<file path="src/rtl/machine_div_inverse.sv">
// machine_div_inverse
//   Iterative restoring divider that recovers X3 = F / D (and F % D) from the
//   product F and multiplier D of the forward arithmetic machine. One quotient
//   bit is produced per clock; valid/ready handshakes on both sides.
//
// Parameters:
//   N          operand / result width (default 16)
//
// Ports:
//   clk        clock, all state changes on posedge
//   rst        synchronous reset, active-high
//   in_valid   F_in/D_in hold a request
//   in_ready   block can accept a request (IDLE only)
//   F_in       dividend, unsigned
//   D_in       divisor, unsigned
//   out_valid  Q/R/div_zero hold a result (DONE only)
//   out_ready  consumer accepts the result
//   Q          quotient
//   R          remainder
//   div_zero   request had D_in == 0
//
// Optional feature macro: DIV_ZERO_FAST_EN
//   Defined: a zero-divisor request bypasses the N shift steps and its result
//   (Q = all ones, R = F_in, div_zero = 1) is presented one edge after accept.
//   Undefined: zero-divisor requests run all N steps like any other request.

module machine_div_inverse #(
  parameter int N = 16
) (
  input  logic         clk,
  input  logic         rst,
  input  logic         in_valid,
  output logic         in_ready,
  input  logic [N-1:0] F_in,
  input  logic [N-1:0] D_in,
  output logic         out_valid,
  input  logic         out_ready,
  output logic [N-1:0] Q,
  output logic [N-1:0] R,
  output logic         div_zero
);

  localparam int CW = $clog2(N + 1);

  typedef enum logic [1:0] {
    IDLE,
    RUN,
    DONE
  } state_t;

  state_t state, state_nxt;

  logic [N-1:0]  dvd;
  logic [N-1:0]  dsr;
  logic [N-1:0]  rem;
  logic [N-1:0]  quo;
  logic [CW-1:0] cnt;
  logic          dz;

  logic [N:0]    rem_sh;
  logic [N:0]    diff;
  logic          ge;
  logic [N-1:0]  rem_step;
  logic [N-1:0]  quo_step;
  logic          last_step;

  // One restoring step. rem < divisor holds between steps (and rem only ever
  // holds the top dividend bits when the divisor is zero), so rem_sh never
  // exceeds 2*divisor and the borrow bit of the N+1-bit subtract is exactly
  // the "rem_sh < divisor" condition.
  always_comb begin
    rem_sh   = {rem, dvd[N-1]};
    diff     = rem_sh - {1'b0, dsr};
    ge       = ~diff[N];
    rem_step = ge ? diff[N-1:0] : rem_sh[N-1:0];
    quo_step = {quo[N-2:0], ge};
  end

  // cnt == N marks the extra RUN cycle that publishes the result registers.
  assign last_step = (cnt == CW'(N));

  always_ff @(posedge clk) begin
    if (rst) begin
      state <= IDLE;
    end else begin
      state <= state_nxt;
    end
  end

  always_comb begin
    state_nxt = state;
    in_ready  = 1'b0;
    out_valid = 1'b0;
    case (state)
      IDLE: begin
        in_ready = 1'b1;
        if (in_valid) begin
          state_nxt = RUN;
        end
      end
      RUN: begin
        if (last_step) begin
          state_nxt = DONE;
        end
      end
      DONE: begin
        out_valid = 1'b1;
        if (out_ready) begin
          state_nxt = IDLE;
        end
      end
      default: begin
        state_nxt = IDLE;
      end
    endcase
  end

  always_ff @(posedge clk) begin
    if (rst) begin
      dvd      <= '0;
      dsr      <= '0;
      rem      <= '0;
      quo      <= '0;
      cnt      <= '0;
      dz       <= 1'b0;
      Q        <= '0;
      R        <= '0;
      div_zero <= 1'b0;
    end else begin
      case (state)
        IDLE: begin
          if (in_valid) begin
            dvd <= F_in;
            dsr <= D_in;
            rem <= '0;
            quo <= '0;
            cnt <= '0;
            dz  <= (D_in == '0);
`ifdef DIV_ZERO_FAST_EN
            // Preload the final zero-divisor result and jump to the publish
            // cycle, so the result appears one edge after accept.
            if (D_in == '0) begin
              rem <= F_in;
              quo <= '1;
              cnt <= CW'(N);
            end
`endif
          end
        end
        RUN: begin
          if (last_step) begin
            Q        <= quo;
            R        <= rem;
            div_zero <= dz;
          end else begin
            dvd <= dvd << 1;
            rem <= rem_step;
            quo <= quo_step;
            cnt <= cnt + 1'b1;
          end
        end
        default: begin
        end
      endcase
    end
  end

endmodule

</file>
<file path="config.mk">
export PLATFORM = sky130hd
export DESIGN_NAME = machine_div_inverse
export DESIGN_NICKNAME = d
export VERILOG_FILES = /design/src/rtl/machine_div_inverse.sv
export SDC_FILE = /design/constraint.sdc
export NUM_CORES = 1
export LEC_CHECK = 0
export BUFFER_PORTS_ARGS = -buffer_cell sky130_fd_sc_hd__buf_2
export CORE_ASPECT_RATIO = 1.2
export CORE_MARGIN = 4
export CORE_UTILIZATION = 38
export CTS_CLUSTER_SIZE = 24
export DETAILED_ROUTE_END_ITERATION = 10
export PLACE_DENSITY = 0.57
export SLEW_MARGIN = 5
export SYNTH_ARGS = -nofsm -noshare
export SYNTH_HDL_FRONTEND = slang
export SYNTH_SLANG_ARGS = --single-unit
</file>
<file path="constraint.sdc">
create_clock -name clk -period 8.05 [get_ports clk]
set_input_delay 0.805 -clock clk [delete_from_list [all_inputs] [get_ports clk]]
set_output_delay 0.805 -clock clk [all_outputs]
set_load 0.02 [all_outputs]
</file>
==> results_dict.tcl <==
set metrics [dict create \
    status "finished clean" \
    critPathMaxFanout 18 \
    clkTransAtPathRegs_ns 0.07 \
    switching_share_pct 37.7 \
    wl_per_cell_um 13.7 \
    root_buffer "clkbuf_16" \
    rsz0062_at_grt "no" \
    seqPwrFrac_pct 31.4 \
    min_period_ns 3.25 \
    drt_wl_total_um 11100 \
    regToRegSetupSlack_ns 4.80 \
    vias 4174 \
    crit_type "flip-flop to flip-flop" \
    crit_slowest_cell "xor2_4" \
    end_kind "flip-flop" \
    fillers 1278 \
    synth_top_area_share_pct 44.1 \
    postRouteAntennaNets 0 \
    synthCells 597 \
    worst_pin_slew_ns 1.08 \
    yosys_warnings 0 \
    reg2reg_from "dvd[15]$_SDFFE_PP0P_" \
    ir_worst_vdd_mv 0.200 \
    io_buffers 70 \
    final.setup_skew_ns 0.0105 \
    antenna_found_initial 0 \
    hold_depth 2 \
    cts_made_buffers 9 \
    hold_buffers 0 \
    drc 0 \
    syn_avg_cell_area_um2 7.99 \
    cts_resized 0 \
    hold_class "flip-flop to flip-flop" \
    r2r-end "rem[0]$_SDFFE_PP0P_" \
    place.gp.congestion 0.868 \
    grt_max_degree 94 \
    io_pins 71 \
    synth_flop_cell "dfxtp_1" \
    finalNetCount 704 \
    ys_ff_latch 105 \
    die_x_um 110 \
    start_util_pct 39.0 \
    hold_end "R[5]$_SDFFE_PP0P_" \
    rows 44 \
    grt-ovfl-total 0 \
    grt_pass1_vias 3934 \
    dp_hpwl_um 7730 \
    async_flop_share_pct 0 \
    track_usage_pct 16.2 \
    coreArea_um2 12200 \
    p_per_area_nw_per_um2 352 \
    cts_buffer_depth 2 \
    combPwrFrac_pct 46.1 \
    p_int_w 0.00121 \
    final_common_cell "nand2_1" \
    synth_largest_area_cell "dfxtp_1" \
    ys_seq_area_share_pct 44.1 \
    finalHoldViolCount 0 \
    p_sw_w 0.000733 \
    yosysUniqueCellTypes 46 \
    die_h_um 131 \
    cp_common_cell "inv_1" \
    cap_violations 0 \
    r2r_cells 11 \
    diodes 0 \
    period_share_pct 40.3 \
    p_clk_share_pct 22.5 \
    min_from "R[5]$_SDFFE_PP0P_" \
    timing.fmax_mhz 308 \
    synth_edf_count 0 \
    syn2layout_area_growth_pct 15.6 \
    max_stage_delay_ns 0.64 \
    insertion_delay_ns 0.35 \
    synth_nets 652 \
    path_cells "inv_1, ha_1, inv_1, fa_1, a211o_1, a211oi_4, o21ai_2, a31oi_4, xor2_4, mux2_2, o21ai_1" \
    start_kind "flip-flop" \
    drtPass1Iterations 4 \
    synth_area_um2 4770 \
    final_cell_mix "167 x nand2_1, 105 x dfxtp_1, 86 x a21oi_1, 70 x buf_2, 22 x nor2_1" \
    die_area_um2 14400 \
    slew_headroom_pct 28.2 \
    postCtsSetupBuffers 0 \
    p_total_w 0.00194 \
    cts_tree "done" \
    first_iter_violations 149 \
    vias_per_cell 5.12 \
    netlist_top_cells_area "dfxtp_1 44%, nand2_1 13%, a21oi_1 9.0%" \
    worst_ep_arrival_time_ns 3.52 \
    worstPathRequired_ns 8.33 \
    htreeDepth 3 \
    power_leakage_nw 2.23 \
    grt_pass1_wl_um 18600 \
    tns_ns 0 \
    setup_violations 0 \
    clock-sinks 105 \
    drive_above_1_share_pct 15.0 \
    drv_slew 0 \
]
## power groups by stage
stage | sequential (W) | combinational [W] | clock [W]
global route | 0.000619 | 0.000997 | 0.000469
CTS | 0.000611 | 0.000899 | 0.000451
finish | 0.000610 | 0.000895 | 0.000438
global placement | 0.000622 | 0.000880 | 0
floorplan | 0.000610 | 0.000804 | 0
detailed placement | 0.000623 | 0.000891 | 0
## layout make-up
class                           instances  area [um^2]  share of cell area, %
Clock inverter                          6         66.3                   1.20
Tap cell                              161          201                   3.65
Timing Repair Buffer                   76          395                   7.17
Multi-Input combinational cell        438         2450                   44.4
Inverter                               19         71.3                   1.29
Sequential cell                       105         2100                   38.1
Clock buffer                           10          229                   4.15
## state kept, by name, indices dropped and copies added (netlist names)
register and flops:
Q 16, R 16, cnt 5, div_zero 1
dsr 16, dvd 16, dz 1, quo 16
rem 16, state 2
## layer usage
layer / track usage [%] / part of all wire [%] / vias to the layer above
li1: - / - / 2128
met1: 20.3 / 45 / 1961
met2: 27.6 / 49 / 70
met3: 3.54 / 3.7 / 15
met4: 5.72 / 1.9 / 0
met5: 0 / 0 / -
## cells by family (layout without fill, tap and decap cells)
kind of cell	after synthesis	in the layout	share of synthesized area, %
AOI/OAI and AO/OA	151	151	18.8
DFF	105	105	44.1
muxes	15	15	3.17
adders and majority gates	19	19	5.14
xor gates and xnor gates	18	18	3.70
buffers and inverters	54	111	4.59
and+or+nand+nor	235	235	20.6
## how the worst max path moves through the flow
| stage | endpoint | cells after the start | start |
|---|---|---|---|
| global route | rem[0]$_SDFFE_PP0P_ | 11 | dvd[15]$_SDFFE_PP0P_ |
| floorplan | rem[0]$_SDFFE_PP0P_ | 11 | dvd[15]$_SDFFE_PP0P_ |
| global placement | rem[0]$_SDFFE_PP0P_ | 11 | dvd[15]$_SDFFE_PP0P_ |
| finish | rem[0]$_SDFFE_PP0P_ | 11 | dvd[15]$_SDFFE_PP0P_ |
| detailed placement | rem[0]$_SDFFE_PP0P_ | 11 | dvd[15]$_SDFFE_PP0P_ |
| CTS | rem[0]$_SDFFE_PP0P_ | 11 | dvd[15]$_SDFFE_PP0P_ |
## critical path, delay by kind of cell, from the launching register on
| kind | cells | cell delay, ns |
|---|---|---|
| DFF | 1 | 0.31 |
| AOI/OAI and AO/OA | 5 | 1.13 |
| buffers and inverters | 2 | 0.12 |
| xor gates and xnor gates | 1 | 0.64 |
| muxes | 1 | 0.41 |
| adders and majority gates | 2 | 0.58 |
## cells in the mapped netlist, types with 2 or more instances
cell / count
a311oi_1: 8
nor3_1: 4
o31ai_1: 2
clkbuf_1: 30
o21bai_1: 2
nand2_1: 167
nor2_1: 22
xor2_1: 9
buf_1: 4
nand3_1: 18
a21oi_1: 86
a21o_1: 5
a22oi_1: 7
mux2i_1: 14
o21ai_0: 17
ha_1: 18
dfxtp_1: 105
nand2b_1: 6
o21ai_1: 9
o211ai_1: 2
xnor2_1: 8
inv_1: 19
nand4_1: 4
nor2b_1: 2
nor4_1: 3
or3_1: 2
a31oi_1: 2
o21a_1: 3
and2_1: 2
## stage by stage
stage,area [um^2],cells,hold slack (ns),setup WS (ns),utilization (%)
final,5510,815,0.451,4.80,45.1
after global routing,5510,815,0.464,4.58,45.1
after CTS,5510,815,0.453,4.79,45.1
after global placement,5220,799,0.442,4.86,42.7
after detailed placement,5220,799,0.444,4.81,42.7
after floorplan,4770,597,0.432,5.26,-
No activity file was read; power rests on OpenSTA's default activity.
